$ cat config.mk
export PLATFORM = sky130hd
export DESIGN_NAME = serial_transmitter
export DESIGN_NICKNAME = d
export VERILOG_FILES = /design/src/rtl/serial_transmitter.sv
export SDC_FILE = /design/constraint.sdc
export NUM_CORES = 1
export LEC_CHECK = 0
export ABC_AREA = 1
export CORE_MARGIN = 2
export CORE_UTILIZATION = 30
export CTS_CLUSTER_DIAMETER = 150
export DETAILED_ROUTE_END_ITERATION = 12
export PLACE_DENSITY_LB_ADDON = 0.1
export RECOVER_POWER = 100
export SYNTH_ARGS = -nofsm -noshare
export SYNTH_HDL_FRONTEND = slang
export SYNTH_SLANG_ARGS = --single-unit
$ cat constraint.sdc
create_clock -name SCin -period 1.5 [get_ports SCin]
set_clock_uncertainty 0.05 [all_clocks]
set_input_delay 0.225 -clock SCin [delete_from_list [all_inputs] [get_ports SCin]]
set_output_delay 0.225 -clock SCin [all_outputs]
set_load 0.005 [all_outputs]
$ cat src/rtl/serial_transmitter.sv
// serial_transmitter
//   Parallel-to-serial transmit stage feeding the team's serial receiver.
//   Bytes enter through a valid/ready handshake into a one-entry holding
//   register. Each byte goes out as one high start cycle, DATA_W data bits
//   LSB first, then STOP_BITS low cycles. The idle line level is low.
//
// Ports
//   SCin      in   serial clock; all state changes on its rising edge
//   RSTn      in   synchronous active-low reset
//   PDin      in   parallel data from the producer
//   PDvalid   in   PDin valid this cycle
//   PDaccept  out  holding register empty (registered); transfer = PDvalid & PDaccept
//   SDout     out  registered serial data to the receiver
//   Busy      out  frame on the line or holding register full
//   TxDone    out  one-cycle pulse during the final stop cycle of each frame
module serial_transmitter #(
  parameter int unsigned STOP_BITS = 1,   // legal range 1..15
  parameter int unsigned DATA_W    = 8    // must be 8 when paired with the receiver
) (
  input  logic              SCin,
  input  logic              RSTn,
  input  logic [DATA_W-1:0] PDin,
  input  logic              PDvalid,
  output logic              PDaccept,
  output logic              SDout,
  output logic              Busy,
  output logic              TxDone
);

  localparam int unsigned CW       = $clog2(DATA_W + 1);
  localparam logic [CW-1:0] LASTBIT = CW'(DATA_W);
  localparam logic [3:0]    LASTSTOP = 4'(STOP_BITS);

  typedef enum logic [1:0] {
    IDLE,
    START,
    DATA,
    STOP
  } state_t;

  state_t            state;
  logic [DATA_W-1:0] hold;
  logic              hold_full;
  logic [DATA_W-1:0] shift;
  logic [CW-1:0]     bitcnt;
  logic [3:0]        stopcnt;

  logic take;       // producer byte transfers into hold at this edge
  logic last_stop;  // current cycle is the final stop cycle
  logic load;       // hold moves into the shift register at this edge
  logic hold_full_nxt;

  always_comb begin
    take          = PDvalid & PDaccept;
    last_stop     = (state == STOP) && (stopcnt == LASTSTOP);
    load          = hold_full & ((state == IDLE) | last_stop);
    // take and load never coincide: PDaccept is low whenever hold is full
    hold_full_nxt = hold_full;
    if (take)
      hold_full_nxt = 1'b1;
    else if (load)
      hold_full_nxt = 1'b0;
  end

  always_ff @(posedge SCin) begin
    if (!RSTn) begin
      state     <= IDLE;
      hold      <= '0;
      hold_full <= 1'b0;
      shift     <= '0;
      bitcnt    <= '0;
      stopcnt   <= '0;
      SDout     <= 1'b0;
      PDaccept  <= 1'b1;
      TxDone    <= 1'b0;
    end else begin
      hold_full <= hold_full_nxt;
      PDaccept  <= ~hold_full_nxt;
      TxDone    <= 1'b0;
      if (take)
        hold <= PDin;

      case (state)
        IDLE: begin
          SDout <= 1'b0;
          if (load) begin
            shift <= hold;
            SDout <= 1'b1;
            state <= START;
          end
        end
        START: begin
          SDout  <= shift[0];
          shift  <= shift >> 1;
          bitcnt <= CW'(1);
          state  <= DATA;
        end
        DATA: begin
          if (bitcnt < LASTBIT) begin
            SDout  <= shift[0];
            shift  <= shift >> 1;
            bitcnt <= bitcnt + CW'(1);
          end else begin
            SDout   <= 1'b0;
            stopcnt <= 4'd1;
            state   <= STOP;
            // TxDone is registered, so it is raised on entry to the final stop cycle
            TxDone  <= (LASTSTOP == 4'd1);
          end
        end
        STOP: begin
          SDout <= 1'b0;
          if (!last_stop) begin
            stopcnt <= stopcnt + 4'd1;
            TxDone  <= ((stopcnt + 4'd1) == LASTSTOP);
          end else if (load) begin
            // queued byte starts with no idle cycle between frames
            shift <= hold;
            SDout <= 1'b1;
            state <= START;
          end else begin
            state <= IDLE;
          end
        end
        default: begin
          SDout <= 1'b0;
          state <= IDLE;
        end
      endcase
    end
  end

  assign Busy = (state != IDLE) | hold_full;

endmodule

==> results of run 1 <==
-- synth_stat cells, types with 2 or more instances --
master    n
nor2_2    2
nand2_1  30
inv_1    16
dfxtp_1  30
a21oi_2   2
xnor2_1   2
o21ai_0  15
nor2_1   30
mux2i_1   7
ha_1      9
o21a_1    2
a21oi_1  16
buf_6     2
nand2_2   2
nand3_1  12
-- sequential cells by signal (all words and copies together), names as in the netlist --
register   cells
shift          8
SDout          1
hold_full      1
PDaccept       1
TxDone         1
state          2
hold           8
stopcnt        4
bitcnt         4
-- worst paths after layout --
check	start	end	slack, ns	depth (start not counted)
worst max-delay path	state[1]	shift[6]	0.06	8
worst min-delay path	bitcnt[2]	bitcnt[2]	0.40	1
worst max register to register	state[1]	shift[6]	0.06	8
worst min register to register	bitcnt[2]	bitcnt[2]	0.40	1
-- cell families after synthesis --
family                   Yosys count
adder cells (fa/ha/maj)            9
XOR/XNOR                           2
AND/OR/NAND/NOR                   79
flip-flops                        30
AO/OA/AOI/OAI                     38
multiplexers                       7
buffers and inverters             22
-- area by class of cell --
| class | count | area (um^2) | share of cell area, % |
|---|---|---|---|
| flip-flops and latches | 30 | 606 | 28.6 |
| clock buffers | 7 | 86.3 | 4.08 |
| clock inverters | 1 | 5.00 | 0.236 |
| inverters | 17 | 71.3 | 3.37 |
| multi-input cells | 136 | 907 | 42.8 |
| well taps | 67 | 83.8 | 3.96 |
| repair buffers | 39 | 359 | 17.0 |
-- cells in the final DEF (no fill, tap or decap), types with 2 or more instances in the layout --
master / count
buf_12: 2
o21ai_0: 14
o21a_1: 2
nand2_4: 3
nor2_4: 2
nand3_1: 7
a21oi_1: 13
nand2_1: 29
inv_2: 4
ha_4: 4
clkbuf_1: 5
buf_4: 17
clkbuf_8: 6
mux2i_1: 6
xnor2_1: 2
inv_1: 10
a21oi_2: 4
ha_1: 5
a21oi_4: 2
dfxtp_1: 28
clkdlybuf4s50_1: 12
nor2_1: 29
nand3_2: 5
-- metal layers --
layer	share of wire, %	track usage [%]
met3	3.2	4.12
met5	0	0
met1	48	18.3
met2	47	22.3
met4	2.0	6.87
-- power by group through the flow --
stage / Combinational (W) / Sequential, W / Clock (W)
after global placement: 0.00160 / 0.00108 / 0
after CTS: 0.00169 / 0.00106 / 0.000706
final: 0.00208 / 0.00108 / 0.000684
after global routing: 0.00231 / 0.00111 / 0.000748
after detailed placement: 0.00162 / 0.00108 / 0
after floorplan: 0.00111 / 0.00107 / 0
-- stage by stage --
step	hold WS (ns)	area, um^2	setup TNS (ns)	util (%)	total power, W
final	0.400	2120	0	44.8	0.00384
after global routing	0.436	2120	-0.0313	44.8	0.00417
after CTS	0.402	1940	-0.00501	41.2	0.00346
after detailed placement	0.390	1800	-0.334	38.2	0.00270
after global placement	0.387	1800	-0.106	38.2	0.00268
after floorplan	0.342	1460	0	-	0.00218
-- repair_timing --
action / 4_1_cts / 5_1_grt
pin swaps: 0 / 3
buffers inserted: 2 / 3
hold buffers: 0 / 0
gates resized for setup: 9 / 29
endpoints found under the setup margin: 16 / 19
gates cloned: 0 / 2
==> flow_summary.json, run 1 <==
{
  "layout_setup_ws_ns": 0.0585,
  "p_sw_share_pct": 39.0,
  "cp_max_fo": 8,
  "synth_edf_count": 0,
  "min_period_ns": 1.44,
  "num_vias": 1318,
  "ioPinCount": 15,
  "intPower_w": 0.00234,
  "drt_iter0_drc": 74,
  "synth_warnings": 0,
  "dpl.hpwl_um": 2370,
  "cts_sinks": 30,
  "dp_slack_ns": -0.0878,
  "finalSetupViolCount": 0,
  "clk_latency_ns": 0.29,
  "wl_um": 3500,
  "drt_first_pass_iters": 4,
  "antenna_found_initial": 0,
  "num-nets-final": 249,
  "cp_data_required_time_ns": 1.63,
  "rows": 25,
  "period_share_pct": 96.1,
  "path_clk_slew_ns": 0.07,
  "synthXorXnorAreaFrac_pct": 1.20,
  "combPwrFrac_pct": 54.0,
  "drive_gt1_share_pct": 26.5,
  "die_w_um": 73.8,
  "diodes": 0,
  "grt_pass1_wl_um": 5890,
  "cts-htree-levels": 2,
  "core_area_mm2": 0.00472,
  "avgRoutedWirePerCell_um": 11.8,
  "p_leak_nw": 0.890,
  "gr-usage-all-layers_pct": 14.4,
  "clkPwrFrac_pct": 17.8,
  "dieArea_mm2": 0.00544,
  "synthTopCellsByArea": "dfxtp_1 (41%), ha_1 (7.7%), nand2_1 (7.7%), nor2_1 (7.7%), a21oi_1 (5.5%)",
  "ys_ff_latch": 30,
  "synth_cells": 187,
  "crit_buf_inv": 3,
  "cpMaxStageDelayCell": "dfxtp_4",
  "start_util_pct": 30.9,
  "ys_async_sr_fraction_pct": 0,
  "place.gp.congestion": 0.836,
  "final_cell_count_no_fill": 297,
  "finalMaxSlewViolations": 0,
  "cpMostUsedCell": "a21oi_4",
  "cts_buffers": 5,
  "muxShareOfSynthArea_pct": 4.80,
  "synth_top_area_cell": "dfxtp_1",
  "power_density_mw_per_mm2": 1810,
  "synth.cell_area_mm2": 0.00146,
  "die_h_um": 73.8,
  "drc": 0,
  "grt_pass1_vias": 1272,
  "synth-simple-area-share_pct": 23.1,
  "grt_max_degree": 21,
  "path_cells": "buf_6 -> ha_4 -> inv_4 -> a21oi_4 -> a21oi_4 -> clkbuf_16 -> a21oi_1 -> nor2_1",
  "drv_cap": 0,
  "peakVddDrop_mv": 0.852,
  "worstSetupStartpointType": "flip-flop",
  "fmax_mhz": 694,
  "synth_compound_area_share_pct": 15.0,
  "synth-seq-area-share_pct": 41.1,
  "io_buffers": 14,
  "slowest_delay_ns": 0.38,
  "root_buffer": "clkbuf_8",
  "synth_top_family_by_area": "simple AND/OR/NAND/NOR gates",
  "syn_to_final_growth_pct": 45.1,
  "hold_viol_final": 0,
  "max_slew_margin_pct": 81.1,
  "cts_tree": "built",
  "power_frac_seq_pct": 28.2,
  "synth_fp_nets": 207,
  "critPathKind": "reg2reg",
  "fillers": 476,
  "hp-class": "reg2reg",
  "outcome": "completed",
  "power_switching_w": 0.00150,
  "cts_buffer_depth": 2,
  "synth_fa_ha_area_share_pct": 7.71,
  "worst-endpoint-arrival_ns": 1.57,
  "tightest_slew_ns": 0.283,
  "overflow": 0,
  "syn_area_per_cell_um2": 7.81,
  "ys.flop_type": "dfxtp_1",
  "critPathTopFamily": "flip-flops",
  "cp-end-kind": "flip-flop",
  "dp_cells": 282,
  "synth_top_area_share_pct": 41.1,
  "ant_nets": 0,
  "yosysUniqueCellTypes": 25,
  "vias_per_cell": 4.44
}
No activity file was read; power rests on OpenSTA's default activity.
==> run 2, diff against run 1 <==
Settings changed: SKIP_CTS_REPAIR_TIMING set to 1.
==> run 2 against run 1 <==
The flow now finishes with violations (setup timing). Highest routed layer unchanged. Cell area is 4.3% lower. Total power is 3.9% lower. Critical path type unchanged. Largest power group unchanged. Critical path depth is 1 lower. Worst hold slack hardly changed. Sequential share of layout area is 1.3 points higher. Sequential cell count stayed put. Clock-buffer cell count stayed put.
==> flow_summary.json, run 2 (synthesis gave the netlist of run 1 again) <==
{
  "outcome": "complete, but fails checks",
  "violations": "setup timing",
  "max_slew_margin_pct": 82.2,
  "cts-htree-levels": 2,
  "hold_viol_final": 0,
  "antenna_found_initial": 0,
  "peakVddDrop_mv": 0.808,
  "vias_per_cell": 4.45,
  "gr-usage-all-layers_pct": 14.1,
  "drive_gt1_share_pct": 24.5,
  "critPathKind": "reg2reg",
  "cts_buffers": 5,
  "grt_max_degree": 21,
  "rsz0062_at_grt": "yes",
  "fin_util_pct": 42.9,
  "ioPinCount": 15,
  "wl_um": 3350,
  "clk_latency_ns": 0.29,
  "syn_to_final_growth_pct": 38.9,
  "core_area_mm2": 0.00472,
  "period_share_pct": 101,
  "drv_cap": 0,
  "ant_nets": 0,
  "die_h_um": 73.8,
  "tightest_slew_ns": 0.267,
  "min_period_ns": 1.51,
  "die_w_um": 73.8,
  "cts_buffer_depth": 2,
  "path_clk_slew_ns": 0.07,
  "worstSetupStartpointType": "flip-flop",
  "rows": 25,
  "layout_setup_ws_ns": -0.00840,
  "io_buffers": 14,
  "grt_pass1_vias": 1253,
  "place.gp.congestion": 0.836,
  "hp-class": "reg2reg",
  "num_vias": 1317,
  "cp_data_required_time_ns": 1.64,
  "worst-endpoint-arrival_ns": 1.65,
  "drt_first_pass_iters": 4,
  "drt_iter0_drc": 94,
  "finalMaxSlewViolations": 0,
  "reg_top3": "hold: 8 flops, shift: 8 flops",
  "avgRoutedWirePerCell_um": 11.3,
  "dpl.hpwl_um": 2370,
  "fmax_mhz": 663,
  "root_buffer": "clkbuf_8",
  "power_density_mw_per_mm2": 1820,
  "cp_max_fo": 8,
  "dieArea_mm2": 0.00544,
  "rrSetupSlack_ns": -0.008,
  "cts_sinks": 30,
  "grt_pass1_wl_um": 5790,
  "diodes": 0,
  "p_leak_nw": 0.849,
  "cts_tree": "built",
  "drc": 0,
  "tns_ns": -0.00840,
  "cp-end-kind": "flip-flop",
  "finalSetupViolCount": 1,
  "start_util_pct": 30.9,
  "overflow": 0,
  "mostFrequentLayoutCells": "dfxtp_1 (28), nand2_1 (28), nor2_1 (28)",
  "num-nets-final": 248
}
## run 2: cell types whose count changed in the layout (fill, tap and decap cells not counted), moves of 2 or more
cell	delta
a21oi_1	+2
a21oi_2	-2
inv_2	-2
nand2_2	+3
nand2_4	-3
nand3_1	+4
nand3_2	-3
o21ai_0	-2
o21ai_1	+2
## run 2: area by class of cell
cell class	count	area [um^2]
clock inverter	1	5.00
multi-input combinational	135	847
clock buffer	7	86.3
tap	67	83.8
sequential	30	606
fill	493	2700
inverter	17	72.6
timing repair buffer	39	328
## run 2: per-stage QoR
stage                     hold WS, ns  instance area [um^2]  setup slack [ns]  instances  power, W
after floorplan                 0.342                  1460            0.0392        187   0.00218
after global placement          0.387                  1800           -0.0635        282   0.00268
after detailed placement        0.390                  1800           -0.0878        282   0.00270
after CTS                       0.402                  1900            -0.312        290   0.00339
after global routing            0.436                  2030           -0.0950        296   0.00403
final                           0.400                  2030          -0.00840        296   0.00369
## run 2: critical path: stages, from the launching register on
cell and delay, ns:
dfxtp_4 0.37, clkinvlp_4 0.13, ha_4 0.38, buf_6 0.12
mux2i_1 0.17, nand3_1 0.09, nand2_1 0.06, nor2_1 0.03
## run 2: report_power, final
part	leakage [nW]	internal, W	switching, W	total [W]
Combinational	0.553	0.000958	0.000954	0.00191
Sequential	0.248	0.000978	0.000117	0.00110
Clock	0.0482	0.000370	0.000316	0.000685
## run 2: final timing paths
check / depth (start not counted) / to / from
max: 7 / shift[3] / state[0]
min: 1 / bitcnt[2] / bitcnt[2]
max reg2reg: 7 / shift[3] / state[0]
min reg2reg: 1 / bitcnt[2] / bitcnt[2]
## run 2: per-layer routing
metal / GRT usage (%) / part of all wire (%)
met4: 6.87 / 2.1
met2: 21.7 / 47
met1: 18.0 / 46
met5: 0 / 0
met3: 4.12 / 4.3
==> run 3, diff against run 2 <==
Settings changed: CORE_UTILIZATION 30 to 32.
==> run 3 against run 2 <==
The flow now finishes without violations. Non-clock buffer count down 7. Register-to-register slack better by 0.06 ns. Clock power up 15%. Final cell count down 7.4%. First-iteration DRC count down 69%. Sequential cell count unchanged. Maximum frequency up 4.5%. Worst hold slack better by 0.0089 ns. Combinational power down 8%. Sequential power about the same. Critical path depth up 1. Critical endpoint is now shift[0]. Largest cell class unchanged. Highest routed layer unchanged.
==> flow_summary.json, run 3 (synthesis gave the netlist of run 1 again) <==
{
  "max_slew_margin_pct": 80.0,
  "cts_buffer_depth": 2,
  "whs_endpoint": "bitcnt[2]",
  "drt_first_pass_iters": 3,
  "drt_iter0_drc": 29,
  "rrSetupSlack_ns": 0.06,
  "die_h_um": 71.6,
  "num_vias": 1263,
  "mostFrequentLayoutCells": "nand2_1 (30), nor2_1 (29), dfxtp_1 (28)",
  "place_area_mm2": 0.00176,
  "drv_cap": 0,
  "min_period_ns": 1.44,
  "period_share_pct": 96.3,
  "hp-class": "reg2reg",
  "grt_pass1_vias": 1230,
  "p_leak_nw": 0.848,
  "reg2reg_depth": 8,
  "worst-endpoint-arrival_ns": 1.57,
  "syn_to_final_growth_pct": 36.9,
  "drive_gt1_share_pct": 21.6,
  "place.gp.congestion": 0.797,
  "hold_viol_final": 0,
  "final_cell_count_no_fill": 274,
  "gr-usage-all-layers_pct": 13.3,
  "dieArea_mm2": 0.00512,
  "vias_per_cell": 4.61,
  "cp-end-kind": "flip-flop",
  "cts_tree": "built",
  "clk_latency_ns": 0.28,
  "tightest_slew_ns": 0.299,
  "cts_buffers": 5,
  "drc": 0,
  "ioPinCount": 15,
  "cp_max_fo": 16,
  "peakVddDrop_mv": 0.624,
  "overflow": 0,
  "antenna_found_initial": 0,
  "dp_cells": 263,
  "slowest_delay_ns": 0.33,
  "hold_start": "bitcnt[2]",
  "core_area_mm2": 0.00438,
  "cpMostUsedCell": "a21oi_4",
  "fin_util_pct": 45.6,
  "worstSetupStartpointType": "flip-flop",
  "reg2reg_to": "shift[0]",
  "power_density_mw_per_mm2": 1830,
  "final_area_mm2": 0.00200,
  "start_util_pct": 33.3,
  "hold_depth": 1,
  "die_w_um": 71.6,
  "path_cells": "inv_1 -> ha_4 -> a21oi_4 -> a21oi_4 -> buf_12 -> buf_4 -> a21oi_2 -> nor2_1",
  "grt_max_degree": 21,
  "diodes": 0,
  "critPathKind": "reg2reg",
  "avgRoutedWirePerCell_um": 11.2,
  "mostFrequentLayoutCell": "nand2_1",
  "cts-htree-levels": 2,
  "wl_um": 3070,
  "grt_pass1_wl_um": 5290,
  "outcome": "completed",
  "reg2reg_from": "stopcnt[1]",
  "cpMaxStageDelayCell": "dfxtp_1",
  "finalSetupViolCount": 0,
  "root_buffer": "clkbuf_8",
  "rsz0062_at_grt": "yes",
  "dpl.hpwl_um": 2300,
  "worst_hold_slack_ns": 0.409,
  "finalMaxSlewViolations": 0,
  "cp_data_required_time_ns": 1.62,
  "rows": 24,
  "io_buffers": 14,
  "fmax_mhz": 693,
  "ant_nets": 0,
  "cts_sinks": 30,
  "num-nets-final": 241,
  "reg_top3": "hold: 8 flops, shift: 8 flops",
  "path_clk_slew_ns": 0.06
}
run 3: cell types whose count changed in the layout (fill, tap and decap cells not counted), sizes merged:
cell          change
inv               +1
buf               -3
dlymetal6s2s      +1
clkbuf            -6
clkinv            -1
bufinv            +1
run 3: stage by stage:
stage	setup slack (ns)	total power [W]	TNS [ns]
floorplan	0.0392	0.00218	0
global placement	-0.0598	0.00263	-0.179
detailed placement	-0.0659	0.00266	-0.287
CTS	-0.305	0.00347	-0.758
global route	-0.0301	0.00397	-0.0971
finish	0.0561	0.00365	0
run 3: worst max path at each step:
stage,startpoint,to,slack (ns),cells past startpoint
3_3_place_gp,state[0],state[0],-0.06,10
6_report,stopcnt[1],shift[0],0.06,8
2_1_floorplan,state[1],shift[1],0.04,8
4_1_cts,state[1],Busy,-0.31,4
3_5_place_dp,state[0],stopcnt[0],-0.07,9
5_1_grt,state[0],state[0],-0.03,10
run 3: area by class of cell:
cell class	count	area (um^2)
clock buffers	6	72.6
multi-input cells	135	850
fillers	450	2380
inverters	17	63.8
well taps	52	65.1
clock inverters	2	37.5
repair buffers	32	303
flip-flops and latches	30	608
run 3: critical path, delay by kind of cell (launching register included):
| family | cells | cell delay (ns) |
|---|---|---|
| adder cells (fa/ha/maj) | 1 | 0.18 |
| AO/OA/AOI/OAI | 3 | 0.35 |
| flip-flops | 1 | 0.33 |
| AND/OR/NAND/NOR | 1 | 0.05 |
| buffers and inverters | 3 | 0.37 |
run 3: power by group:
part           total (W)  leakage (nW)  switching (W)  internal (W)
Sequential       0.00110         0.248       0.000119      0.000981
Clock           0.000789        0.0514       0.000295      0.000495
Combinational    0.00176         0.549       0.000897      0.000866
Total            0.00365         0.848        0.00131       0.00234
run 3: metal layers:
metal | track usage, % | part of all wire, % | up-vias
met5 | 0 | 0 | -
met4 | 6.71 | 1.8 | 0
met3 | 4.50 | 3.6 | 6
met2 | 22.6 | 50 | 15
met1 | 14.8 | 44 | 566
li1 | - | - | 676
